## config.mk

```make
export PLATFORM = sky130hd
export DESIGN_NAME = huffman_bit_packer_flat
export DESIGN_NICKNAME = d
export VERILOG_FILES = /design/src/rtl/huffman_pkg.sv /design/src/rtl/huffman_bit_packer_if.sv /design/src/rtl/huff_bit_acc.sv /design/src/rtl/huffman_bit_packer.sv /design/src/flat_wrapper.sv
export SDC_FILE = /design/constraint.sdc
export NUM_CORES = 1
export LEC_CHECK = 0
export CORE_UTILIZATION = 40
export DETAILED_ROUTE_END_ITERATION = 12
export REMOVE_ABC_BUFFERS = 1
export SYNTH_ARGS = -nofsm -noshare
export SYNTH_HDL_FRONTEND = slang
export SYNTH_SLANG_ARGS = --single-unit
export TNS_END_PERCENT = 10
```

## constraint.sdc

```tcl
create_clock -name clk -period 5.8 [get_ports clk]
set_input_delay 1.16 -clock clk [delete_from_list [all_inputs] [get_ports clk]]
set_output_delay 1.16 -clock clk [all_outputs]
set_load 0.05 [all_outputs]
```

## src/rtl/huffman_pkg.sv

```systemverilog
// Shared widths, FSM state type and byte constants for the Huffman bit packer.
// Optional feature macro: HUFF_BYTE_STUFF_EN (adds the STUFF state).
package huffman_pkg;

    localparam int IN_W  = 32;                  // max code-word width in bits
    localparam int LEN_W = 6;                   // width of the length field
    localparam int ACC_W = 64;                  // bit accumulator width, >= 2*IN_W
    localparam int CNT_W = $clog2(ACC_W + 1);   // holds 0..ACC_W

    typedef enum logic [1:0] {
        RUN   = 2'd0,
        FLUSH = 2'd1
`ifdef HUFF_BYTE_STUFF_EN
        ,
        STUFF = 2'd2
`endif
    } state_t;

    localparam logic [7:0] STUFF_TRIGGER = 8'hFF;
    localparam logic [7:0] STUFF_BYTE    = 8'h00;
    localparam logic       PAD_BIT       = 1'b1;

endpackage

```

## src/rtl/huffman_bit_packer_if.sv

```systemverilog
// Code-word input stream and byte output stream of the Huffman bit packer.
// Handshake: a transfer happens on a rising clock edge where valid && ready;
// ready never depends on valid, and the sender keeps payload stable while
// valid is high and ready is low.
interface huffman_bit_packer_if;
    import huffman_pkg::*;

    logic             in_valid;
    logic             in_ready;
    logic [IN_W-1:0]  in_code;
    logic [LEN_W-1:0] in_len;
    logic             in_flush;
    logic             out_valid;
    logic             out_ready;
    logic [7:0]       out_byte;
    logic             out_last;

    // Packer side
    modport slave (
        input  in_valid, in_code, in_len, in_flush, out_ready,
        output in_ready, out_valid, out_byte, out_last
    );

    // Producer / consumer side
    modport master (
        output in_valid, in_code, in_len, in_flush, out_ready,
        input  in_ready, out_valid, out_byte, out_last
    );
endinterface

```

## src/rtl/huff_bit_acc.sv

```systemverilog
// MSB-first bit accumulator: appends right-aligned code words below the
// existing bits and hands out the top byte (plain or 1-padded).
// Invariant: every bit below the cnt valid bits is zero.
module huff_bit_acc
    import huffman_pkg::*;
(
    input  logic             clk,
    input  logic             rst_n,
    input  logic             append,
    input  logic [IN_W-1:0]  code,
    input  logic [LEN_W-1:0] len,
    input  logic             take,
    output logic [CNT_W-1:0] cnt,
    output logic [7:0]       top_byte,
    output logic [7:0]       pad_byte
);

    logic [ACC_W-1:0] acc, acc_mid, word_top, acc_next;
    logic [CNT_W-1:0] cnt_mid, cnt_next, take_n;
    logic [LEN_W-1:0] drop_n;

    // Extract up to 8 bits first, then place the new word right under what is left
    always_comb begin
        take_n   = '0;
        word_top = '0;
        if (take) take_n = (cnt >= CNT_W'(8)) ? CNT_W'(8) : cnt;
        acc_mid  = take ? (acc << 8) : acc;
        cnt_mid  = cnt - take_n;
        // Shifting left by IN_W-len discards the unused high bits of the code
        drop_n   = LEN_W'(IN_W) - len;
        acc_next = acc_mid;
        cnt_next = cnt_mid;
        if (append) begin
            word_top = ({code, {(ACC_W-IN_W){1'b0}}} << drop_n) >> cnt_mid;
            acc_next = acc_mid | word_top;
            cnt_next = cnt_mid + CNT_W'(len);
        end
    end

    // Accumulator and bit count registers
    always_ff @(posedge clk or negedge rst_n) begin
        if (!rst_n) begin
            acc <= '0;
            cnt <= '0;
        end else begin
            acc <= acc_next;
            cnt <= cnt_next;
        end
    end

    assign top_byte = acc[ACC_W-1 -: 8];
    // Only meaningful when cnt < 8: fill the bits after the valid ones with PAD_BIT
    assign pad_byte = top_byte | ({8{PAD_BIT}} >> cnt[2:0]);

endmodule

```

## src/rtl/huffman_bit_packer.sv

```systemverilog
// Packs variable-length Huffman code words into an MSB-first byte stream,
// pads the final partial byte with 1s on flush and, when HUFF_BYTE_STUFF_EN
// is defined, inserts 0x00 after every 0xFF byte.
module huffman_bit_packer
    import huffman_pkg::*;
(
    input  logic                        clk,
    input  logic                        rst_n,
    huffman_bit_packer_if.slave         bus,
    output logic                        busy,
    output state_t                      dbg_state
);

    state_t           state, state_d;
    logic [CNT_W-1:0] cnt;
    logic [7:0]       top_byte, pad_byte;
    logic             can_load, in_ready, accept, take, load, load_last;
    logic [7:0]       load_byte;
    logic             out_valid_q, out_last_q;
    logic [7:0]       out_byte_q;
`ifdef HUFF_BYTE_STUFF_EN
    logic             ret_flush, ret_d;     // state to resume after the 0x00
    logic             stuff_last, slast_d;  // owed 0x00 closes the segment
`endif

    huff_bit_acc u_acc (
        .clk      (clk),
        .rst_n    (rst_n),
        .append   (accept),
        .code     (bus.in_code),
        .len      (bus.in_len),
        .take     (take),
        .cnt      (cnt),
        .top_byte (top_byte),
        .pad_byte (pad_byte)
    );

    assign can_load = !out_valid_q || bus.out_ready;
    assign in_ready = (state == RUN) && (cnt <= CNT_W'(ACC_W - IN_W));
    assign accept   = bus.in_valid && in_ready;

    // Next state and byte selection: owed stuff byte, full byte, then padded tail
    always_comb begin
        state_d   = state;
        take      = 1'b0;
        load      = 1'b0;
        load_byte = '0;
        load_last = 1'b0;
`ifdef HUFF_BYTE_STUFF_EN
        ret_d     = ret_flush;
        slast_d   = stuff_last;
        if (state == STUFF) begin
            if (can_load) begin
                load      = 1'b1;
                load_byte = STUFF_BYTE;
                load_last = stuff_last;
                state_d   = ret_flush ? FLUSH : RUN;
            end
        end else
`endif
        begin
            if (can_load && cnt >= CNT_W'(8)) begin
                load      = 1'b1;
                take      = 1'b1;
                load_byte = top_byte;
                load_last = (state == FLUSH) && (cnt == CNT_W'(8));
            end else if (can_load && state == FLUSH && cnt != '0) begin
                load      = 1'b1;
                take      = 1'b1;
                load_byte = pad_byte;
                load_last = 1'b1;
            end
            if (accept && bus.in_flush)
                state_d = FLUSH;
            else if (state == FLUSH && cnt == '0 && can_load)
                state_d = RUN;
`ifdef HUFF_BYTE_STUFF_EN
            if (load && load_byte == STUFF_TRIGGER) begin
                state_d   = STUFF;
                ret_d     = (state == FLUSH) || (accept && bus.in_flush);
                slast_d   = load_last;
                load_last = 1'b0;
            end
`endif
        end
    end

    // FSM state register
    always_ff @(posedge clk or negedge rst_n) begin
        if (!rst_n) begin
            state <= RUN;
`ifdef HUFF_BYTE_STUFF_EN
            ret_flush  <= 1'b0;
            stuff_last <= 1'b0;
`endif
        end else begin
            state <= state_d;
`ifdef HUFF_BYTE_STUFF_EN
            ret_flush  <= ret_d;
            stuff_last <= slast_d;
`endif
        end
    end

    // Output byte register: holds while stalled, drops valid once taken
    always_ff @(posedge clk or negedge rst_n) begin
        if (!rst_n) begin
            out_valid_q <= 1'b0;
            out_byte_q  <= '0;
            out_last_q  <= 1'b0;
        end else if (load) begin
            out_valid_q <= 1'b1;
            out_byte_q  <= load_byte;
            out_last_q  <= load_last;
        end else if (bus.out_ready) begin
            out_valid_q <= 1'b0;
            out_last_q  <= 1'b0;
        end
    end

    assign bus.in_ready  = in_ready;
    assign bus.out_valid = out_valid_q;
    assign bus.out_byte  = out_byte_q;
    assign bus.out_last  = out_last_q;
    assign busy          = (cnt != '0) || (state != RUN);
    assign dbg_state     = state;

endmodule

```

## src/flat_wrapper.sv

```systemverilog
// flat-port wrapper written by rule: the top's interface ports become plain ports
module huffman_bit_packer_flat import huffman_pkg::*;
  (clk, rst_n, busy, dbg_state, bus_in_valid, bus_in_code, bus_in_len, bus_in_flush, bus_out_ready, bus_in_ready, bus_out_valid, bus_out_byte, bus_out_last);
  huffman_bit_packer_if bus_i ();
  input  logic clk;
  input  logic rst_n;
  output logic busy;
  output state_t dbg_state;
  input wire logic [$bits(bus_i.in_valid)-1:0] bus_in_valid;
  input wire logic [$bits(bus_i.in_code)-1:0] bus_in_code;
  input wire logic [$bits(bus_i.in_len)-1:0] bus_in_len;
  input wire logic [$bits(bus_i.in_flush)-1:0] bus_in_flush;
  input wire logic [$bits(bus_i.out_ready)-1:0] bus_out_ready;
  output wire logic [$bits(bus_i.in_ready)-1:0] bus_in_ready;
  output wire logic [$bits(bus_i.out_valid)-1:0] bus_out_valid;
  output wire logic [$bits(bus_i.out_byte)-1:0] bus_out_byte;
  output wire logic [$bits(bus_i.out_last)-1:0] bus_out_last;
  assign bus_i.in_valid = bus_in_valid;
  assign bus_i.in_code = bus_in_code;
  assign bus_i.in_len = bus_in_len;
  assign bus_i.in_flush = bus_in_flush;
  assign bus_i.out_ready = bus_out_ready;
  assign bus_in_ready = bus_i.in_ready;
  assign bus_out_valid = bus_i.out_valid;
  assign bus_out_byte = bus_i.out_byte;
  assign bus_out_last = bus_i.out_last;
  huffman_bit_packer u_core (.clk(clk), .rst_n(rst_n), .bus(bus_i), .busy(busy), .dbg_state(dbg_state));
endmodule
```

Yosys cells after proc, flatten, opt, wreduce, memory -nomap -nowiden
Index checks and enable logic that the tools add are counted.
- flip-flop bits (word level): 83
- input bits: 43
- multiplexer cells: 15
- equality and inequality tests: 2
- $add $sub $neg: 3
- magnitude comparators: 2
- bitwise gates (word level): 2
- reductions and logical operators: 18
- shift operators: 3
- operator list (cell ; count):
    two-way mux 64 bit ; 2
    OR 64 bit ; 1
    left shift 64 x 6 -> 64 bit ; 1
    >> shifter 64 x 7 -> 64 bit ; 1
    two-way mux 7 bit ; 3
    two-way mux 8 bit ; 2
    logical AND 1 bit ; 9
    OR 8 bit ; 1
    >> shifter 8 x 3 -> 8 bit, first input constant ; 1
    adder 7 x 6 -> 7 bit ; 1
    equality test 7 x 4 -> 1 bit, second input constant ; 1
    >= comparator 7 x 4 -> 1 bit, second input constant ; 1
    less-or-equal comparator 7 x 6 -> 1 bit, second input constant ; 1
    zero test 7 bit ; 1
    nonzero test 7 bit ; 1
    subtractor 7 bit ; 1
    two-way mux 1 bit ; 6
    nonzero test 2 bit ; 3
    subtractor 6 bit, first input constant ; 1
    two-way mux 2 bit ; 2
    equality test 2 x 1 -> 1 bit, second input constant ; 1
    zero test 2 bit ; 1
    logical OR 1 bit ; 2
    zero test 1 bit ; 1

Logic depth before layout (Yosys ltp)
- depth in word-level cells: 11
- gate-level depth with buffers: 22
- mapped depth without buffers: 16

Modules after synthesis
Synthesis repeated with hierarchy kept, for this count alone.
- cell total of the unflattened synthesis: 1082
- area, all modules: 9594.2 um2
- by module, submodules not included (module ; times used ; sequential area each (um2) ; cells an instance ; area each (um2)):
    huff_bit_acc ; 1 ; 1776.7 ; 1029 ; 9004.9
    huffman_bit_packer ; 1 ; 275.3 ; 53 ; 589.3

Worst setup path after synthesis
OpenSTA, ideal clock, no wires.
- path type: in2reg
- start point: in bus_out_ready
- end point: reg u_core.u_acc.cnt[6]
- arrival time: 5.703 ns
- required time: 5.662 ns
- cell stages on the path: 20
- buffers on the path: 7
- slack: -0.041 ns
- path through: nor2b_1 -> a21oi_1 -> clkbuf_1 -> clkbuf_1 -> clkbuf_1 -> nand3_1 -> fa_1 -> xnor2_1 -> inv_1 -> clkbuf_1 -> clkbuf_1 -> buf_1 -> buf_1 -> ha_1 -> a21o_1 -> a21oi_1 -> nor2b_1 -> o21ai_0 -> a21oi_1 -> xor2_1
- longest elaborated chain between the ends: 9
- elaborated cells between the ends (all ways): 10
- those cells by class: 2 x add/sub; 4 x mux; 4 x reduce/logical
- ends and longest elaborated chain (item ; line ; text):
    from (decl) ; flat_wrapper.sv:13 ; input wire logic [$bits(bus_i.out_ready)-1:0] bus_out_ready;
    logical OR 1 bit * ; huffman_bit_packer.sv:38 ; assign can_load = !out_valid_q || bus.out_ready;
    logical AND 1 bit (2 in a row) ; huffman_bit_packer.sv:67 ; end else if (can_load && state == FLUSH && cnt != '0) begin
    two-way mux 1 bit ; huffman_bit_packer.sv:67 ;
    two-way mux 1 bit * ; huffman_bit_packer.sv:62 ; if (can_load && cnt >= CNT_W'(8)) begin
    two-way mux 7 bit * ; huff_bit_acc.sv:26 ; if (take) take_n = (cnt >= CNT_W'(8)) ? CNT_W'(8) : cnt;
    subtractor 7 bit * ; huff_bit_acc.sv:28 ; cnt_mid = cnt - take_n;
    adder 7 x 6 -> 7 bit ; huff_bit_acc.sv:36 ; cnt_next = cnt_mid + CNT_W'(len);
    two-way mux 7 bit * ; huff_bit_acc.sv:33 ; if (append) begin
    net u_core.u_acc.cnt_next[6] ; huff_bit_acc.sv:19 ; logic [CNT_W-1:0] cnt_mid, cnt_next, take_n;
    to (signal assigned) ; huff_bit_acc.sv:47 ; cnt <= cnt_next;
    to (decl) ; huff_bit_acc.sv:13 ; output logic [CNT_W-1:0] cnt,
Mark *: on every way through the listed nets, which the timed path passes. The rest lies on a longest branch.
A chain may end at the register's enable or synchronous reset.

Worst setup path in the final report
- start point: in bus_in_len[1]
- end point: reg u_core.u_acc.acc[33]
- longest elaborated chain between the ends: 5
- ends and longest elaborated chain (item ; line ; text):
    from (decl) ; flat_wrapper.sv:11 ; input wire logic [$bits(bus_i.in_len)-1:0] bus_in_len;
    subtractor 6 bit ; huff_bit_acc.sv:30 ; drop_n = LEN_W'(IN_W) - len;
    left shift 64 x 6 -> 64 bit ; huff_bit_acc.sv:34 ; word_top = ({code, {(ACC_W-IN_W){1'b0}}} << drop_n) >> cnt_mid;
    >> shifter 64 x 7 -> 64 bit ; huff_bit_acc.sv:34 ;
    OR 64 bit ; huff_bit_acc.sv:35 ; acc_next = acc_mid | word_top;
    two-way mux 64 bit ; huff_bit_acc.sv:33 ;
    net u_core.u_acc.acc_next[33] ; huff_bit_acc.sv:18 ; logic [ACC_W-1:0] acc, acc_mid, word_top, acc_next;
    to (signal assigned) ; huff_bit_acc.sv:46 ; acc <= acc_next;
    to (decl) ; huff_bit_acc.sv:18 ;
The timed path passes the listed nets, and every way through them passes these cells.

==> results.yml <==
final_layout:
  fillers: 2272
  nets: 1179
  drive_above_1_share_pct: 14.0
  finalNonFillerCells: 1409
  diodes: 0
  final_util_pct: 45.9
  syn2layout_area_growth_pct: 12.9
timing:
  fin_skew_ps: 8.19
  finalCritPeriodShare_pct: 90.7
  fin_crit_ps: 5260
  rsz0062_at_grt: "no"
  fmax_mhz: 190
  slew_violations: 0
  max_slew.worst_pin.slew_ps: 1010
  finalSetupViolations: 0
  maxSlewHeadroom_pct: 32.4
  hold_slack_ps: 483
  finalHoldViolations: 0
synth:
  synth_seq_cells: 82
  synth-edff-count: 0
  synth_common_cells: "nor2_1 (130), nand2_1 (96), mux2i_1 (86)"
  synth_area_um2: 9170
  synth.largest_area_cell: "dfrtp_1"
  postSynthAreaPerCell_um2: 8.38
  synthFlopType: "dfrtp_1"
  ys_seq_area_share_pct: 22.4
  synth_cells: 1095
  async_flop_share_pct: 100
  yosysTopAreaCellShare_pct: 22.4
  yosys_warnings: 0
  post-synth-top-count-cell: "nor2_1"
  ys_types: 94
  synth.area.top_cells: "dfrtp_1 (22%), mux2i_1 (9.4%), mux4_2 (8.3%), nor2_1 (5.3%), nand2_1 (3.9%)"
run_status:
  outcome: "completed"
worst_setup_path:
  crit_path_frequent_cell: "mux2i_1"
  cp.required_ps: 6000
  slowest_delay_ps: 590
  cp_slowest_cell: "mux4_2"
  worstReg2RegEnd: "u_core.u_acc.acc[4]$_DFF_PN0_"
  worstPathCellList: "clkdlybuf4s50_1 > inv_1 > ha_1 > xor2_4 > buf_4 > mux4_2 > a221oi_1 > a32oi_1 > mux2i_1 > mux2i_1 > a21oi_1 > o21ai_0"
  crit_fanout: 14
  worstPathArrival_ps: 5460
  worst-setup-path-type: "in2reg"
  reg2reg_from: "u_core.u_acc.cnt[1]$_DFF_PN0_"
  worstRegToRegCells: 16
  regToRegSetupSlack_ps: 1010
  cp-start-kind: "input port"
  end_kind: "flop"
drt:
  drtIter0Drc: 1006
  drc_errors: 0
  vias_per_cell: 6.59
  via_count: 9283
  avgRoutedWirePerCell_um: 23.2
  wl_um: 32700
  first_pass_iters: 6
  ant_nets: 0
worst_hold_path:
  hold_depth: 2
  hold_path.class: "reg2reg"
  min_from: "u_core.bus.out_byte[7]$_DFFE_PN0N_"
  holdPathEnd: "u_core.bus.out_byte[7]$_DFFE_PN0N_"
floorplan:
  coreArea_um2: 22600
  chipWidth_um: 153
  die_y_um: 153
  start_util_pct: 40.6
  die_area_um2: 23500
  rows: 55
  ios: 57
global_routing:
  use_met2_pct: 44.2
  grt_pass1_vias: 8776
  gr-usage-all-layers_pct: 27.7
  busiest_layer: "met2"
  grt_max_degree: 75
  overflow: 0
  gr-usage-met1_pct: 37.9
  antenna_found_initial: 0
  grt_first_pass_wirelength_um: 51100
  met3_usage_pct: 3.29
clock_network:
  cts_setup_buffers: 0
  cts_tree: "done"
  numCtsBuffers: 9
  ctsHoldBuffers: 0
  clk_latency_ps: 350
  clk_pin_slew_ps: 60
  h-tree-depth: 3
  clock-sinks: 82
  cts-resized-gates: 0
  cts_root_buf: "clkbuf_16"
  clockBufferDepth: 2
place:
  hpwl_um: 24700
  globalplace.congestion: 0.936
  dp_cells: 1394
  portBuffers: 55
power_and_ir_drop:
  p_int_uw: 2840
  p_sw_uw: 3580
  switching_share_pct: 55.7
  ir_drop_v: 0.000380
  p_clk_share_pct: 9.3
  comb_power_share_pct: 75.8
  leakage_uw: 0.00408
  p_per_area_nw_per_um2: 620
  power_frac_seq_pct: 14.9
  power_uw: 6420
flow_run:
  drv_cap: 0
[layout make-up]
| class | instances | area (um2) | area share (%) |
|---|---|---|---|
| clock buffers | 11 | 253 | 2.44 |
| clock inverters | 4 | 51.3 | 0.495 |
| inverters | 19 | 71.3 | 0.689 |
| multi-input cells | 903 | 6620 | 63.9 |
| flip-flops and latches | 82 | 2050 | 19.8 |
| well taps | 285 | 357 | 3.44 |
| repair buffers | 105 | 956 | 9.23 |
[per-stage QoR]
stage                     instance area [um2]  worst slack (ps)  TNS, ps
final                                   10400               541        0
after CTS                               10400               612        0
after global routing                    10400               148        0
after global placement                  10100               317        0
after floorplan                          8710             -5250  -311060
after detailed placement                10100               263        0
[routing by layer]
layer	wire (um)	vias to the layer above	part of all wire, %
met4	1310	0	4.0
li1	-	4284	-
met3	1970	86	6.0
met5	0	-	0
met2	14800	445	45
met1	14600	4468	45
[registers in the layout, summed over array words and instances (netlist names)]
name                  count
u_core.u_acc.acc         64
u_core.bus.out_byte       8
u_core.u_acc.cnt          7
u_core.bus.out_last       1
u_core.bus.out_valid      1
u_core.dbg_state          1
[power groups by stage]
stage | clock network [uW] | registers [uW] | logic, uW
after floorplan | 0 | 1020 | 3040
after global placement | 0 | 954 | 4710
after detailed placement | 0 | 965 | 4730
after CTS | 603 | 955 | 4740
after global routing | 626 | 984 | 5190
final | 597 | 956 | 4870
[critical path: cells and delay by family]
family	cells	cell delay, ps
xor gates and xnor gates	1	390
adders and majority gates	1	460
buffers and inverters	3	790
muxes	3	1320
AOI/OAI and AO/OA	4	1330
[cells in the final DEF, fill, tap and decap left out, drive strengths merged, types with 8 or more instances in the layout]
cell,instances
a2111oi,9
a211oi,27
a21o,13
a21oi,68
a221oi,15
a22oi,8
a311oi,8
a31oi,27
buf,52
clkbuf,11
clkdlybuf4s50,53
dfrtp,82
ha,14
inv,17
mux2,27
mux2i,86
mux4,34
nand2,98
nand3,30
nor2,130
nor2b,9
nor3,34
o211a,9
o211ai,17
o21ai,45
o22ai,32
o2bb2ai,8
o31ai,9
or3,8
[worst max-delay path by stage]
stage | from | endpoint | slack, ps | depth (start not counted)
floorplan | bus_out_ready | u_core.u_acc.acc[23]$_DFF_PN0_ | -5250 | 14
global placement | bus_in_len[1] | u_core.u_acc.acc[23]$_DFF_PN0_ | 320 | 13
detailed placement | bus_in_len[1] | u_core.u_acc.acc[8]$_DFF_PN0_ | 260 | 12
CTS | bus_in_len[1] | u_core.u_acc.acc[8]$_DFF_PN0_ | 610 | 12
global route | bus_in_len[1] | u_core.u_acc.acc[8]$_DFF_PN0_ | 150 | 12
finish | bus_in_len[1] | u_core.u_acc.acc[33]$_DFF_PN0_ | 540 | 12
[cells by family (layout without fill, tap and decap cells)]
logic type      after synthesis  count (layout)  share of synthesized area [%]
xor+xnor                      9               9                           1.15
flops                        82              82                           22.4
fa+ha+maj                    16              16                           2.35
compound gates              373             373                           29.6
buf+inv                     111             139                           5.80
simple gates                355             355                           17.5
other cells                   2               3                         0.0819
mux                         147             147                           21.1
No activity file was read; power rests on OpenSTA's default activity.
